==> config.mk <==
export PLATFORM = sky130hd
export DESIGN_NAME = riscv_core_mul_div_ctrl_flat
export DESIGN_NICKNAME = d
export VERILOG_FILES = /design/src/rtl/riscv_core_mul_div_ctrl_if.sv /design/src/rtl/riscv_core_mul_div_ctrl.sv /design/src/flat_wrapper.sv
export SDC_FILE = /design/constraint.sdc
export NUM_CORES = 1
export LEC_CHECK = 0
export CAP_MARGIN = 20
export CORE_AREA = 2 2 161 163
export CTS_BUF_LIST = sky130_fd_sc_hd__clkbuf_16
export CTS_CLUSTER_SIZE = 14
export DETAILED_ROUTE_END_ITERATION = 16
export DIE_AREA = 0 0 163 165
export PLACE_DENSITY = 0.62
export SKIP_LAST_GASP = 1
export SLEW_MARGIN = 10
export SYNTH_ARGS = -nofsm -noshare
export SYNTH_HDL_FRONTEND = slang
export SYNTH_SLANG_ARGS = --single-unit
==> constraint.sdc <==
create_clock -name i_md_ctrl_clk -period 1.83 [get_ports i_md_ctrl_clk]
set_input_delay 0.549 -clock i_md_ctrl_clk [delete_from_list [all_inputs] [get_ports i_md_ctrl_clk]]
set_output_delay 0.549 -clock i_md_ctrl_clk [all_outputs]
set_load 0.03 [all_outputs]
==> src/rtl/riscv_core_mul_div_ctrl_if.sv <==
// riscv_core_mul_div_ctrl_if: execute-side request/writeback and mul/div unit signals of the M-extension controller
interface riscv_core_mul_div_ctrl_if #(
   parameter int XLEN = 64
);
   logic            i_md_ctrl_valid;
   logic [2:0]      i_md_ctrl_funct3;
   logic            i_md_ctrl_isword;
   logic [XLEN-1:0] i_md_ctrl_srcA;
   logic [XLEN-1:0] i_md_ctrl_srcB;
   logic [4:0]      i_md_ctrl_rd;
   logic            i_md_ctrl_flush;
   logic            o_md_ctrl_stall;
   logic            o_md_ctrl_wb_valid;
   logic [4:0]      o_md_ctrl_wb_rd;
   logic [XLEN-1:0] o_md_ctrl_wb_data;
   logic [XLEN-1:0] o_md_srcA;
   logic [XLEN-1:0] o_md_srcB;
   logic [3:0]      o_md_control;
   logic            o_md_isword;
   logic            o_md_en;
   logic            i_md_busy;
   logic            i_md_done;
   logic [XLEN-1:0] i_md_result;
   modport slave (
      input  i_md_ctrl_valid, i_md_ctrl_funct3, i_md_ctrl_isword, i_md_ctrl_srcA, i_md_ctrl_srcB,
             i_md_ctrl_rd, i_md_ctrl_flush, i_md_busy, i_md_done, i_md_result,
      output o_md_ctrl_stall, o_md_ctrl_wb_valid, o_md_ctrl_wb_rd, o_md_ctrl_wb_data,
             o_md_srcA, o_md_srcB, o_md_control, o_md_isword, o_md_en
   );
   modport master (
      output i_md_ctrl_valid, i_md_ctrl_funct3, i_md_ctrl_isword, i_md_ctrl_srcA, i_md_ctrl_srcB,
             i_md_ctrl_rd, i_md_ctrl_flush, i_md_busy, i_md_done, i_md_result,
      input  o_md_ctrl_stall, o_md_ctrl_wb_valid, o_md_ctrl_wb_rd, o_md_ctrl_wb_data,
             o_md_srcA, o_md_srcB, o_md_control, o_md_isword, o_md_en
   );
endinterface

==> src/rtl/riscv_core_mul_div_ctrl.sv <==
// riscv_core_mul_div_ctrl: sequences M-extension ops through an external mul/div unit and writes back the result.
// Define MUL_DIV_CTRL_DIV_REUSE_EN to answer a repeat of the last completed divide from a cached result.
module riscv_core_mul_div_ctrl #(
   parameter int XLEN = 64
) (
   input logic i_md_ctrl_clk,
   input logic i_md_ctrl_rst,
   riscv_core_mul_div_ctrl_if.slave md
);
   typedef enum logic [2:0] {IDLE, EXEC, DIV_WAIT, DRAIN, WB} state_t;
   state_t state, state_nxt;
   logic [XLEN-1:0] src_a, src_b, res, hit_res;
   logic [2:0] funct3;
   logic [4:0] rd;
   logic isword, drain_done, accept, hit, is_div, unused_busy;
   assign accept = state == IDLE && md.i_md_ctrl_valid && !md.i_md_ctrl_flush;
   assign is_div = funct3[2];
   assign unused_busy = md.i_md_busy;
`ifdef MUL_DIV_CTRL_DIV_REUSE_EN
   logic [XLEN-1:0] tag_a, tag_b;
   logic [2:0] tag_funct3;
   logic tag_isword, tag_valid;
   // the tag only ever holds a divide funct3, so a funct3 match implies a divide request
   assign hit = tag_valid && md.i_md_ctrl_funct3 == tag_funct3 && md.i_md_ctrl_isword == tag_isword &&
                md.i_md_ctrl_srcA == tag_a && md.i_md_ctrl_srcB == tag_b;
   always_ff @(posedge i_md_ctrl_clk)
      if (i_md_ctrl_rst) begin
         {tag_a, tag_b, tag_funct3, tag_isword, tag_valid} <= '0;
         hit_res <= '0;
      end else if (state == DIV_WAIT && md.i_md_done && !md.i_md_ctrl_flush) begin
         {tag_a, tag_b, tag_funct3, tag_isword, tag_valid} <= {src_a, src_b, funct3, isword, 1'b1};
         hit_res <= md.i_md_result;
      end
`else
   assign hit = 1'b0;
   assign hit_res = '0;
`endif
   always_ff @(posedge i_md_ctrl_clk)
      state <= i_md_ctrl_rst ? IDLE : state_nxt;
   always_comb begin
      state_nxt = state;
      case (state)
         IDLE:     state_nxt = accept ? (hit ? WB : EXEC) : IDLE;
         EXEC:     state_nxt = md.i_md_ctrl_flush ? (is_div ? DRAIN : IDLE) : (is_div ? DIV_WAIT : WB);
         DIV_WAIT: state_nxt = md.i_md_ctrl_flush ? DRAIN : (md.i_md_done ? WB : DIV_WAIT);
         DRAIN:    state_nxt = (md.i_md_done || drain_done) ? IDLE : DRAIN;
         WB:       state_nxt = IDLE;
         default:  state_nxt = IDLE;
      endcase
   end
   always_comb begin
      md.o_md_ctrl_stall = accept || state inside {EXEC, DIV_WAIT, DRAIN};
      md.o_md_en = state == EXEC;
      md.o_md_ctrl_wb_valid = state == WB;
   end
   assign md.o_md_ctrl_wb_rd = rd;
   assign md.o_md_ctrl_wb_data = res;
   assign md.o_md_srcA = src_a;
   assign md.o_md_srcB = src_b;
   assign md.o_md_control = {1'b0, funct3};
   assign md.o_md_isword = isword;
   always_ff @(posedge i_md_ctrl_clk)
      if (i_md_ctrl_rst) begin
         {src_a, src_b, funct3, isword, rd, res, drain_done} <= '0;
      end else begin
         if (accept)
            {src_a, src_b, funct3, isword, rd} <= {md.i_md_ctrl_srcA, md.i_md_ctrl_srcB,
                                                   md.i_md_ctrl_funct3, md.i_md_ctrl_isword, md.i_md_ctrl_rd};
         if (!md.i_md_ctrl_flush && ((state == EXEC && !is_div) || (state == DIV_WAIT && md.i_md_done)))
            res <= md.i_md_result;
         else if (accept && hit)
            res <= hit_res;
         // a done that coincides with the flush is already consumed, so DRAIN must not wait for another
         drain_done <= state == DIV_WAIT && md.i_md_ctrl_flush && md.i_md_done;
      end
endmodule

==> src/flat_wrapper.sv <==
// flat-port wrapper written by rule: the top's interface ports become plain ports
module riscv_core_mul_div_ctrl_flat 
#(
   parameter int XLEN = 64
)
  (i_md_ctrl_clk, i_md_ctrl_rst, md_i_md_ctrl_valid, md_i_md_ctrl_funct3, md_i_md_ctrl_isword, md_i_md_ctrl_srcA, md_i_md_ctrl_srcB, md_i_md_ctrl_rd, md_i_md_ctrl_flush, md_i_md_busy, md_i_md_done, md_i_md_result, md_o_md_ctrl_stall, md_o_md_ctrl_wb_valid, md_o_md_ctrl_wb_rd, md_o_md_ctrl_wb_data, md_o_md_srcA, md_o_md_srcB, md_o_md_control, md_o_md_isword, md_o_md_en);
  riscv_core_mul_div_ctrl_if #(.XLEN(XLEN)) md_i ();
  input logic i_md_ctrl_clk;
  input logic i_md_ctrl_rst;
  input wire logic [$bits(md_i.i_md_ctrl_valid)-1:0] md_i_md_ctrl_valid;
  input wire logic [$bits(md_i.i_md_ctrl_funct3)-1:0] md_i_md_ctrl_funct3;
  input wire logic [$bits(md_i.i_md_ctrl_isword)-1:0] md_i_md_ctrl_isword;
  input wire logic [$bits(md_i.i_md_ctrl_srcA)-1:0] md_i_md_ctrl_srcA;
  input wire logic [$bits(md_i.i_md_ctrl_srcB)-1:0] md_i_md_ctrl_srcB;
  input wire logic [$bits(md_i.i_md_ctrl_rd)-1:0] md_i_md_ctrl_rd;
  input wire logic [$bits(md_i.i_md_ctrl_flush)-1:0] md_i_md_ctrl_flush;
  input wire logic [$bits(md_i.i_md_busy)-1:0] md_i_md_busy;
  input wire logic [$bits(md_i.i_md_done)-1:0] md_i_md_done;
  input wire logic [$bits(md_i.i_md_result)-1:0] md_i_md_result;
  output wire logic [$bits(md_i.o_md_ctrl_stall)-1:0] md_o_md_ctrl_stall;
  output wire logic [$bits(md_i.o_md_ctrl_wb_valid)-1:0] md_o_md_ctrl_wb_valid;
  output wire logic [$bits(md_i.o_md_ctrl_wb_rd)-1:0] md_o_md_ctrl_wb_rd;
  output wire logic [$bits(md_i.o_md_ctrl_wb_data)-1:0] md_o_md_ctrl_wb_data;
  output wire logic [$bits(md_i.o_md_srcA)-1:0] md_o_md_srcA;
  output wire logic [$bits(md_i.o_md_srcB)-1:0] md_o_md_srcB;
  output wire logic [$bits(md_i.o_md_control)-1:0] md_o_md_control;
  output wire logic [$bits(md_i.o_md_isword)-1:0] md_o_md_isword;
  output wire logic [$bits(md_i.o_md_en)-1:0] md_o_md_en;
  assign md_i.i_md_ctrl_valid = md_i_md_ctrl_valid;
  assign md_i.i_md_ctrl_funct3 = md_i_md_ctrl_funct3;
  assign md_i.i_md_ctrl_isword = md_i_md_ctrl_isword;
  assign md_i.i_md_ctrl_srcA = md_i_md_ctrl_srcA;
  assign md_i.i_md_ctrl_srcB = md_i_md_ctrl_srcB;
  assign md_i.i_md_ctrl_rd = md_i_md_ctrl_rd;
  assign md_i.i_md_ctrl_flush = md_i_md_ctrl_flush;
  assign md_i.i_md_busy = md_i_md_busy;
  assign md_i.i_md_done = md_i_md_done;
  assign md_i.i_md_result = md_i_md_result;
  assign md_o_md_ctrl_stall = md_i.o_md_ctrl_stall;
  assign md_o_md_ctrl_wb_valid = md_i.o_md_ctrl_wb_valid;
  assign md_o_md_ctrl_wb_rd = md_i.o_md_ctrl_wb_rd;
  assign md_o_md_ctrl_wb_data = md_i.o_md_ctrl_wb_data;
  assign md_o_md_srcA = md_i.o_md_srcA;
  assign md_o_md_srcB = md_i.o_md_srcB;
  assign md_o_md_control = md_i.o_md_control;
  assign md_o_md_isword = md_i.o_md_isword;
  assign md_o_md_en = md_i.o_md_en;
  riscv_core_mul_div_ctrl #(.XLEN(XLEN)) u_core (.i_md_ctrl_clk(i_md_ctrl_clk), .i_md_ctrl_rst(i_md_ctrl_rst), .md(md_i));
endmodule
==> key figures <==
Pwr
  – Sequential fraction of design power: 42.9%
  – P_leak: 4.957 nW
  – VDD IR-drop max: between 0.5 and 0.6 mV
  – Net switching power: 0.002868 W
  – Clock power frac: 41.7%
  – Pwr/cell area: 869.2 nW/µm²
  – Cell-internal power: 0.008129 W
  – Switching Fraction: 26.08%
  – Combinational share of power: 15.4%

Placed design
  – IO Port Bufs: 409
  – HPWL Detailed: 18.47 mm
  – DP Cell Count: 1608
  – RePlAce Congestion: 0.7582

Die
  – I/O pin total: 412
  – Row cnt: 58
  – Die height: 165 µm
  – Die area: about 27000 µm²
  – Initial core utilization: 30.39%
  – Placeable Area: 25040 µm²
  – Die width: 163 µm

Timing
  – Highest clock rate: 545.2 MHz
  – Worst setup margin: -4.136 ps
  – Clock skew: 10.93 ps
  – Final setup viols: 1
  – RSZ-0062 raised after global routing: yes
  – Fin crit period: 1834 ps
  – Hold Slack: 412.3 ps
  – Final slew viol count: 0
  – Hold Violations, Final: 0
  – Period Utilization, post-route: 100.2%

Cells and area
  – Share of cells above drive strength 1: between 20% and 30%
  – Storage element area: around 4100 µm²
  – Nets: 1514
  – Multi-input logic area: slightly above 3000 µm²
  – Most frequent cells in the layout: 343 x nand2_1, 202 x clkdlybuf4s50_1, 202 x dfxtp_1
  – Most common cell after layout, fill and taps aside: nand2_1
  – Fin cells: 1654
  – Fill count: 2427
  – P&R area growth vs syn: 66.26%
  – ANT cells: 0

Setup path
  – Critical path fanouts, max: 4
  – Setup crit end: md_o_md_ctrl_wb_valid
  – R2R setup slack: 290 ps
  – Req. time, crit path: 1280 ps
  – Worst EP arrival: 1290 ps
  – Critical path endpoint category: primary output
  – Worst r2r src: u_core.state[1]
  – Startpoint types: flip-flop
  – Worst Setup SP: u_core.state[0]
  – Worst R2R End: u_core.md.o_md_ctrl_wb_data[49]
  – Setup Crit Path Kind: reg -> out
  – Worst R2R Path Depth: 6

Global route
  – First-pass GRT wire length: ~38 mm
  – Initial antenna violation count: 0
  – Met3 Use GR: approximately 6.5%
  – Vias in the first global route: 6893
  – Total GRT Usage: approximately 18%
  – GRT Residual Overflow: 0
  – Met2 Track Usage GR: between 30 and 40%
  – Grt peak-use layer: met2
  – Met1 Track Usage GR: 21.40%
  – Largest net degree at the start of global routing: 45

Clock network
  – # clock sinks: 205
  – Clock buffer count from CTS: 23
  – Clock Path Buffers: 3
  – Clock Latency Late Sink: 510 ps
  – H-tree levels: 1
  – CTS clk-pin slew, worst paths: 60 ps
  – CTS tree: yes
  – Root Driver: clkbuf_16
  – CTS Hold Bufs: 0

Synthesis
  – Yosys warning count: 0
  – Yosys cell types: 27
  – Synthesized cell area: 7610 µm²
  – Asr flop ratio synth: 0%
  – Adder-Cell Fraction of Synth Area: 0%
  – Post-Synth XOR/XNOR Area: 0%
  – Mux contribution to synthesized area: 0%
  – Mean post-synth cell area: between 8 and 9 µm²
  – Simple-gate share of the synthesized area: 23.17%
  – Main flop type after synthesis: dfxtp_1
  – Post-synth EDFFs: 0
  – Mapped Nets: about 1100
  – Synth Register Bits: 205
  – Gate Count Post-Synth: 902
  – Largest family of logic cells by synthesized area: simple AND/OR/NAND/NOR gates
  – Post-synthesis sequential area ratio: 53.93%
  – Compound-Gate Fraction of Synth Area: 16.90%

Status
  – Violated checks: negative setup slack
  – Outcome: finished with violations

Detailed routing
  – Drc violations: 0
  – Routed len/inst: 15.41 µm
  – Final ANT Viol Nets: 0
  – Drt via density: roughly 4.4
  – Iter 0 DRT Violations: about 420
  – Router iterations before antenna repair: 4
  – Drt total wl: 25.49 mm
  – Via count of the routed design: between 7000 and 8000

Min path
  – HP Class: in -> reg
  – Hold path depth: 2

Job
  – Max Cap Viol: 0
through the flow:
| stage | setup TNS [ps] | power (W) | area, µm² | setup slack (ps) | util (%) |
|---|---|---|---|---|---|
| 2_1_floorplan | 0 | 0.005634 | 7610 | 143.3 | - |
| 3_3_place_gp | -29370 | 0.006610 | 12140 | -193.6 | 48.50 |
| 3_5_place_dp | -35700 | 0.006624 | 12140 | -233.6 | 48.50 |
| 4_1_cts | -95.73 | 0.01117 | 12790 | -53.53 | 51.08 |
| 5_1_grt | -101.2 | 0.01147 | 12650 | -49.90 | 50.53 |
| 6_report | -4.136 | 0.01100 | 12650 | -4.136 | 50.53 |
layout make-up:
cell class / instances / share of cell area, %
Clock buffer: 23 / 4.549
Multi-Input combinational cell: 628 / 24.58
Inverter: 1 / 0.02967
Sequential cell: 205 / 32.53
Tap cell: 330 / 3.263
Timing Repair Buffer: 448 / 33.72
Clock inverter: 19 / 1.325
metal layers:
| layer | vias to the layer above | share of wire (%) |
|---|---|---|
| li1 | 3706 | - |
| met1 | 3303 | 41 |
| met2 | 294 | 47 |
| met3 | 39 | 9.8 |
| met4 | 0 | 2.1 |
| met5 | - | 0 |
power by group through the flow:
stage / registers (W) / logic (W) / clock network (W)
after global routing: 0.00474 / 0.00181 / 0.00492
after detailed placement: 0.00482 / 0.00180 / 0
after floorplan: 0.00516 / 0.000471 / 0
final: 0.00472 / 0.00169 / 0.00459
after CTS: 0.00472 / 0.00171 / 0.00474
after global placement: 0.00482 / 0.00179 / 0
flip-flops by register name, summed over array words and instances, names as in the netlist:
| name | cells |
|---|---|
| u_core.drain_done | 1 |
| u_core.funct3 | 3 |
| u_core.md.o_md_ctrl_wb_data | 64 |
| u_core.md.o_md_ctrl_wb_rd | 5 |
| u_core.md.o_md_isword | 1 |
| u_core.md.o_md_srcA | 64 |
| u_core.md.o_md_srcB | 64 |
| u_core.state | 3 |
worst max-delay path, stage by stage (launching register included):
cell and delay [ps]:
dfxtp_4 360, nor2_4 140, and2_4 150, buf_6 130
synth_stat cells, types with 2 or more instances:
master	count	area, µm²
buf_4	14	105.1
nor2_1	3	11.26
and3_1	2	12.51
o21a_1	3	22.52
a21oi_1	143	715.7
buf_6	2	22.52
clkbuf_1	23	86.33
buf_12	6	120.1
nand3_1	2	10.01
nand2_2	60	375.4
buf_2	23	115.1
a21oi_2	60	525.5
nand2_1	343	1287
dfxtp_1	205	4104
worst min-delay path by stage:
stage	startpoint	slack, ps	endpoint
2_1_floorplan	u_core.state[2]	510	u_core.state[0]
3_3_place_gp	u_core.md.o_md_srcA[57]	440	u_core.md.o_md_srcA[57]
3_5_place_dp	u_core.md.o_md_srcB[55]	450	u_core.md.o_md_srcB[55]
4_1_cts	i_md_ctrl_rst	400	u_core.md.o_md_ctrl_wb_data[24]
5_1_grt	i_md_ctrl_rst	400	u_core.md.o_md_ctrl_wb_data[6]
6_report	i_md_ctrl_rst	410	u_core.md.o_md_ctrl_wb_data[24]
kinds of logic (layout without fill, tap and decap cells):
family / Yosys count / in the layout
simple gates: 418 / 418
compound gates: 209 / 209
flops: 205 / 205
buf+inv: 69 / 491
other cells: 1 / 1
timing repair:
action                     in CTS  in global routing
gates resized for setup       283                136
buffers inserted                4                  0
setup endpoints to repair     203                113
pin swaps                       2                  2
(Power assumes the default switching activity.)
